===== src/rtl/cpu_types_pkg.sv =====
// cpu_types_pkg: shared word, RAM-status and arbiter-state types for the memory subsystem
package cpu_types_pkg;
  typedef logic [31:0] word_t;
  typedef enum logic [1:0] {FREE = 2'd0, BUSY = 2'd1, ACCESS = 2'd2, ERROR = 2'd3} ramstate_t;
  typedef enum logic [1:0] {IDLE, IGNT, DGNT} arb_state_t;
endpackage


===== src/rtl/arb_perf_cnt.sv =====
// arb_perf_cnt: wrapping completion counters for icache/dcache accesses (ARB_PERF_CNT_EN only)
`ifdef ARB_PERF_CNT_EN
module arb_perf_cnt #(
  parameter int CNT_W = 32
) (
  input  logic             CLK,
  input  logic             nRST,
  input  logic             icomp,
  input  logic             dcomp,
  output logic [CNT_W-1:0] icount,
  output logic [CNT_W-1:0] dcount
);
  always_ff @(posedge CLK, negedge nRST)
    if (!nRST) begin
      icount <= '0;
      dcount <= '0;
    end else begin
      icount <= icomp ? icount + 1'b1 : icount;
      dcount <= dcomp ? dcount + 1'b1 : dcount;
    end
endmodule
`endif


===== src/rtl/mem_arbiter.sv =====
// mem_arbiter: single-port RAM arbiter for icache/dcache, dcache priority with starvation guard.
// Define ARB_PERF_CNT_EN to add the icount/dcount completion counters.
module mem_arbiter
  import cpu_types_pkg::*;
#(
  parameter int STARVE_LIMIT = 4,
  parameter int CNT_W = 32
) (
  input  logic        CLK,
  input  logic        nRST,
  input  logic        iREN,
  input  word_t       iaddr,
  output word_t       iload,
  output logic        iwait,
  input  logic        dREN,
  input  logic        dWEN,
  input  word_t       daddr,
  input  word_t       dstore,
  output word_t       dload,
  output logic        dwait,
  output logic        ramREN,
  output logic        ramWEN,
  output word_t       ramaddr,
  output word_t       ramstore,
  input  word_t       ramload,
  input  logic [1:0]  ramstate
`ifdef ARB_PERF_CNT_EN
  ,
  output logic [CNT_W-1:0] icount,
  output logic [CNT_W-1:0] dcount
`endif
);
  if (CNT_W < 1 || STARVE_LIMIT < 1 || STARVE_LIMIT > 7) begin : g_param_chk
    $error("mem_arbiter: CNT_W must be >= 1 and STARVE_LIMIT must fit the 3-bit starve counter");
  end
  localparam logic [2:0] LIM = 3'(STARVE_LIMIT);
  arb_state_t state;
  logic [2:0] starve;
  logic d_req, acc, icomp, dcomp;
  assign d_req = dREN | dWEN;
  assign acc = ramstate_t'(ramstate) == ACCESS;
  // a grant whose requester has dropped is an abort, never a completion
  assign icomp = state == IGNT && iREN && acc;
  assign dcomp = state == DGNT && d_req && acc;
  always_comb begin
    ramREN = state == IGNT || (state == DGNT && dREN && !dWEN);
    ramWEN = state == DGNT && dWEN;
    ramaddr = state == IGNT ? iaddr : state == DGNT ? daddr : '0;
    ramstore = state == DGNT ? dstore : '0;
    iwait = !icomp;
    dwait = !dcomp;
    iload = icomp ? ramload : '0;
    dload = dcomp ? ramload : '0;
  end
  always_ff @(posedge CLK, negedge nRST)
    if (!nRST) begin
      state <= IDLE;
      starve <= '0;
    end else begin
      case (state)
        IDLE:    state <= d_req && (starve < LIM || !iREN) ? DGNT : iREN ? IGNT : IDLE;
        IGNT:    state <= !iREN || acc ? IDLE : IGNT;
        DGNT:    state <= !d_req || acc ? IDLE : DGNT;
        default: state <= IDLE;
      endcase
      starve <= !iREN || icomp ? '0 : dcomp && starve < LIM ? starve + 3'd1 : starve;
    end
`ifdef ARB_PERF_CNT_EN
  arb_perf_cnt #(.CNT_W(CNT_W)) u_perf (
    .CLK(CLK), .nRST(nRST), .icomp(icomp), .dcomp(dcomp), .icount(icount), .dcount(dcount)
  );
`endif
endmodule


===== config.mk =====
export PLATFORM = sky130hd
export DESIGN_NAME = mem_arbiter
export DESIGN_NICKNAME = d
export VERILOG_FILES = /design/src/rtl/cpu_types_pkg.sv /design/src/rtl/arb_perf_cnt.sv /design/src/rtl/mem_arbiter.sv
export SDC_FILE = /design/constraint.sdc
export NUM_CORES = 1
export LEC_CHECK = 0
export CAP_MARGIN = 0
export CORE_AREA = 4 4 102 104
export DETAILED_ROUTE_END_ITERATION = 10
export DIE_AREA = 0 0 106 108
export GPL_TIMING_DRIVEN = 0
export PLACE_DENSITY = 0.58
export REMOVE_ABC_BUFFERS = 1
export SLEW_MARGIN = 20
export SYNTH_ARGS = -nofsm -noshare
export SYNTH_HDL_FRONTEND = slang
export SYNTH_HIERARCHICAL = 1
export SYNTH_SLANG_ARGS = --single-unit

===== constraint.sdc =====
create_clock -name CLK -period 2.9 [get_ports CLK]
set_input_delay 0.29 -clock CLK [delete_from_list [all_inputs] [get_ports CLK]]
set_output_delay 0.29 -clock CLK [all_outputs]
set_load 0.02 [all_outputs]

==> flow_metrics.env, run 1 <==
export IMPL_drive_above_1_share=0.0345
export IMPL_end_kind="output port"
export IMPL_synth_top_area_frac=0.307
export IMPL_track_usage=0.165
export IMPL_synth_area_leaders="and2_1, a22o_1, and3_1, dfrtp_1, clkbuf_1"
export IMPL_synth_most_common_cell="and2_1"
export IMPL_yosys_warnings=6
export IMPL_start_util=0.137
export IMPL_grt_pass1_vias=2431
export IMPL_crit_top_cell="clkdlybuf4s50_1"
export IMPL_cp_data_required_time_ps=2610
export IMPL_antenna_cells=0
export IMPL_postCtsSetupBuffers=0
export IMPL_hold_viol=0
export IMPL_syn_inst=184
export IMPL_worst_pin_slew_ps=687
export IMPL_slowest_stage="clkdlybuf4s50_1"
export IMPL_yosys_register_bits=5
export IMPL_worstPathCellList="clkdlybuf4s50_1 > nor2b_1 > and3_2 > and2_1 > clkdlybuf4s50_1"
export IMPL_synth_top_cell_by_area="and2_1"
export IMPL_vdd_drop_max_mv=0.0982
export IMPL_routed_wl_um=10200
export IMPL_routed_via_density=4.20
export IMPL_cts_tree="yes"
export IMPL_synthArstFlopShare=1.00
export IMPL_finalClockSkew_ps=0.386
export IMPL_rsz0062_at_grt="no"
export IMPL_rows=36
export IMPL_max_cap_violations=0
export IMPL_synth_distinct_cells=28
export IMPL_status="finished clean"
export IMPL_drt_iter0_drc=113
export IMPL_setup_slack_ps=222
export IMPL_antenna_left=0
export IMPL_drc=0
export IMPL_worst_skew_pair_late_latency_ps=220
export IMPL_cts_root_buf="clkbuf_8"
export IMPL_overflow=0
export IMPL_hold_path_class="input pin to asynchronous set/reset pin"
export IMPL_setup_viol=0
export IMPL_p_total_uw=897
export IMPL_relSlewSlack=0.542
export IMPL_avgSynthCellArea_sq_um=7.09
export IMPL_cp_slowest_stage_delay_ps=620
export IMPL_numCtsBuffers=3
export IMPL_antenna_found_initial=1
export IMPL_io_pins=267
export IMPL_achievable_frequency_mhz=373
export IMPL_p_leak_uw=0.00165
export IMPL_ys_seq_area_frac=0.0959
export IMPL_syn_to_final_growth_pct=216
export IMPL_die_w_um=106
export IMPL_min_period_ps=2680
export IMPL_clkSinkCount=5
export IMPL_final_nets=572
export IMPL_cpLargestDelayFamily="buffers and inverters"
export IMPL_holdWs_ps=295
export IMPL_grt_start_max_net_pins=66
export IMPL_die_area_sq_um=11400
export IMPL_finalCritPeriodShare=0.923
export IMPL_nFillCells=963
export IMPL_cts_hold_buffers_added=0
export IMPL_synth_edff_count=0
export IMPL_maxSlewViolCount=0
export IMPL_routedWlPerCell_um=18.0
export IMPL_synth_cell_area_sq_um=1310
export IMPL_dr_pass1_iters=4
export IMPL_cts_resized=1
export IMPL_crit_arrival_ps=2390
export IMPL_dp_hpwl_um=8580
export IMPL_portBuffers=266
export IMPL_cts_htree_levels=1
export IMPL_path_max_fanout=33
export IMPL_placedInstanceArea_sq_um=4080
export IMPL_die_h_um=108
export IMPL_powerDensity_nw_per_um2=217
export IMPL_grt_pass1_wl_um=14700
export IMPL_post_place_ws_ps=182
export IMPL_stdcell_area_sq_um=4130
export IMPL_place_gp_congestion=0.748
export IMPL_clk_pin_slew_worst_paths_ps=30
export IMPL_crit_buf_inv=2
export IMPL_fp_coreArea_sq_um=9550
export IMPL_critical_path_class="input pin to output port"
export IMPL_dr_total_vias=2386
export IMPL_cts_path_max_buffers=2
export IMPL_synth_common_cells="and2_1, a22o_1, and3_1"
export IMPL_synth_flop_cell="dfrtp_1"
export IMPL_critPathLaunchType="input pin"
-- worst register-to-register path: stages, from the launching register on --
cell	delay (ps)
dfrtp_1	430
and4bb_4	570
or4b_1	470
a21oi_1	170
-- power breakdown --
group          total [uW]  internal [uW]  switching [uW]  leakage, uW
sequential           77.8           73.2            4.68    0.0000664
clock                 126           94.2            32.2    0.0000228
combinational         693            396             297      0.00156
-- final timing paths --
| check | from | endpoint | slack, ps | cells after the start |
|---|---|---|---|---|
| setup / recovery | ramstate[1] | iload[10] | 220 | 5 |
| hold / removal | nRST | starve[2] | 290 | 1 |
| hold reg to reg | starve[1] | starve[1] | 550 | 2 |
| setup reg to reg | state[0] | starve[0] | 1180 | 3 |
| max in group asynchronous | nRST | state[0] | 2420 | 1 |
| min in group CLK | starve[1] | starve[1] | 550 | 2 |
-- placed cells by master (no fill, tap or decap) --
cell	synthesis	layout
a211o_2	1	1
a21oi_1	3	3
a22o_1	32	32
a31o_2	1	1
a31oi_1	1	1
and2_1	64	64
and2b_1	1	1
and2b_4	0	1
and3_1	30	30
and3_2	3	3
and4bb_4	1	1
buf_12	0	1
clkbuf_1	14	1
clkbuf_8	0	3
clkdlybuf4s50_1	0	266
dfrtp_1	5	5
ha_1	1	1
inv_1	4	4
nand2_1	1	1
nand2b_1	1	1
nand4b_1	1	1
nor2_1	4	3
nor2_4	0	1
nor2b_1	1	1
nor3_1	1	1
o311a_2	1	1
o31ai_1	1	1
o41ai_1	2	2
or2_2	1	1
or2b_2	1	1
or4b_1	1	1
-- kinds of logic (layout without fill, tap and decap cells) --
| family | Yosys count | count (layout) | synth area share |
|---|---|---|---|
| compound gates | 42 | 42 | 0.273 |
| buf+inv | 24 | 275 | 0.0748 |
| flops | 5 | 5 | 0.0959 |
| fa+ha+maj | 1 | 1 | 0.00959 |
| simple gates | 112 | 112 | 0.547 |
-- cell type report --
class,count,area [sq um],area share
clock buffer,4,45.0,0.0109
inverter,4,15.0,0.00364
multi-input combinational,155,1090,0.264
sequential,5,125,0.0303
tap,133,166,0.0403
timing repair buffer,267,2680,0.650
-- routing by layer --
layer | GRT usage | vias up | part of all wire
met5 | 0 | - | 0.0013
met4 | 0.0259 | 2 | 0.0078
met3 | 0.0710 | 9 | 0.11
met2 | 0.295 | 147 | 0.49
met1 | 0.187 | 1070 | 0.39
li1 | - | 1158 | -
-- through the flow --
step                instances  utilization  setup TNS [ps]
global route              568        0.432               0
floorplan                 164            -               0
finish                    568        0.432               0
detailed placement        564        0.427               0
global placement          563        0.424          -16490
CTS                       568        0.432               0
-- flip-flops by register name (all words and copies together), names as in the netlist --
| register | cells |
|---|---|
| state | 2 |
| starve | 3 |
(Power assumes the default switching activity.)
==> run 2: changes to the inputs <==
- GPL_ROUTABILITY_DRIVEN: unset -> 0
==> results of run 2 <==
Same layout as run 1: the final DEF is identical, and so are final timing and power.
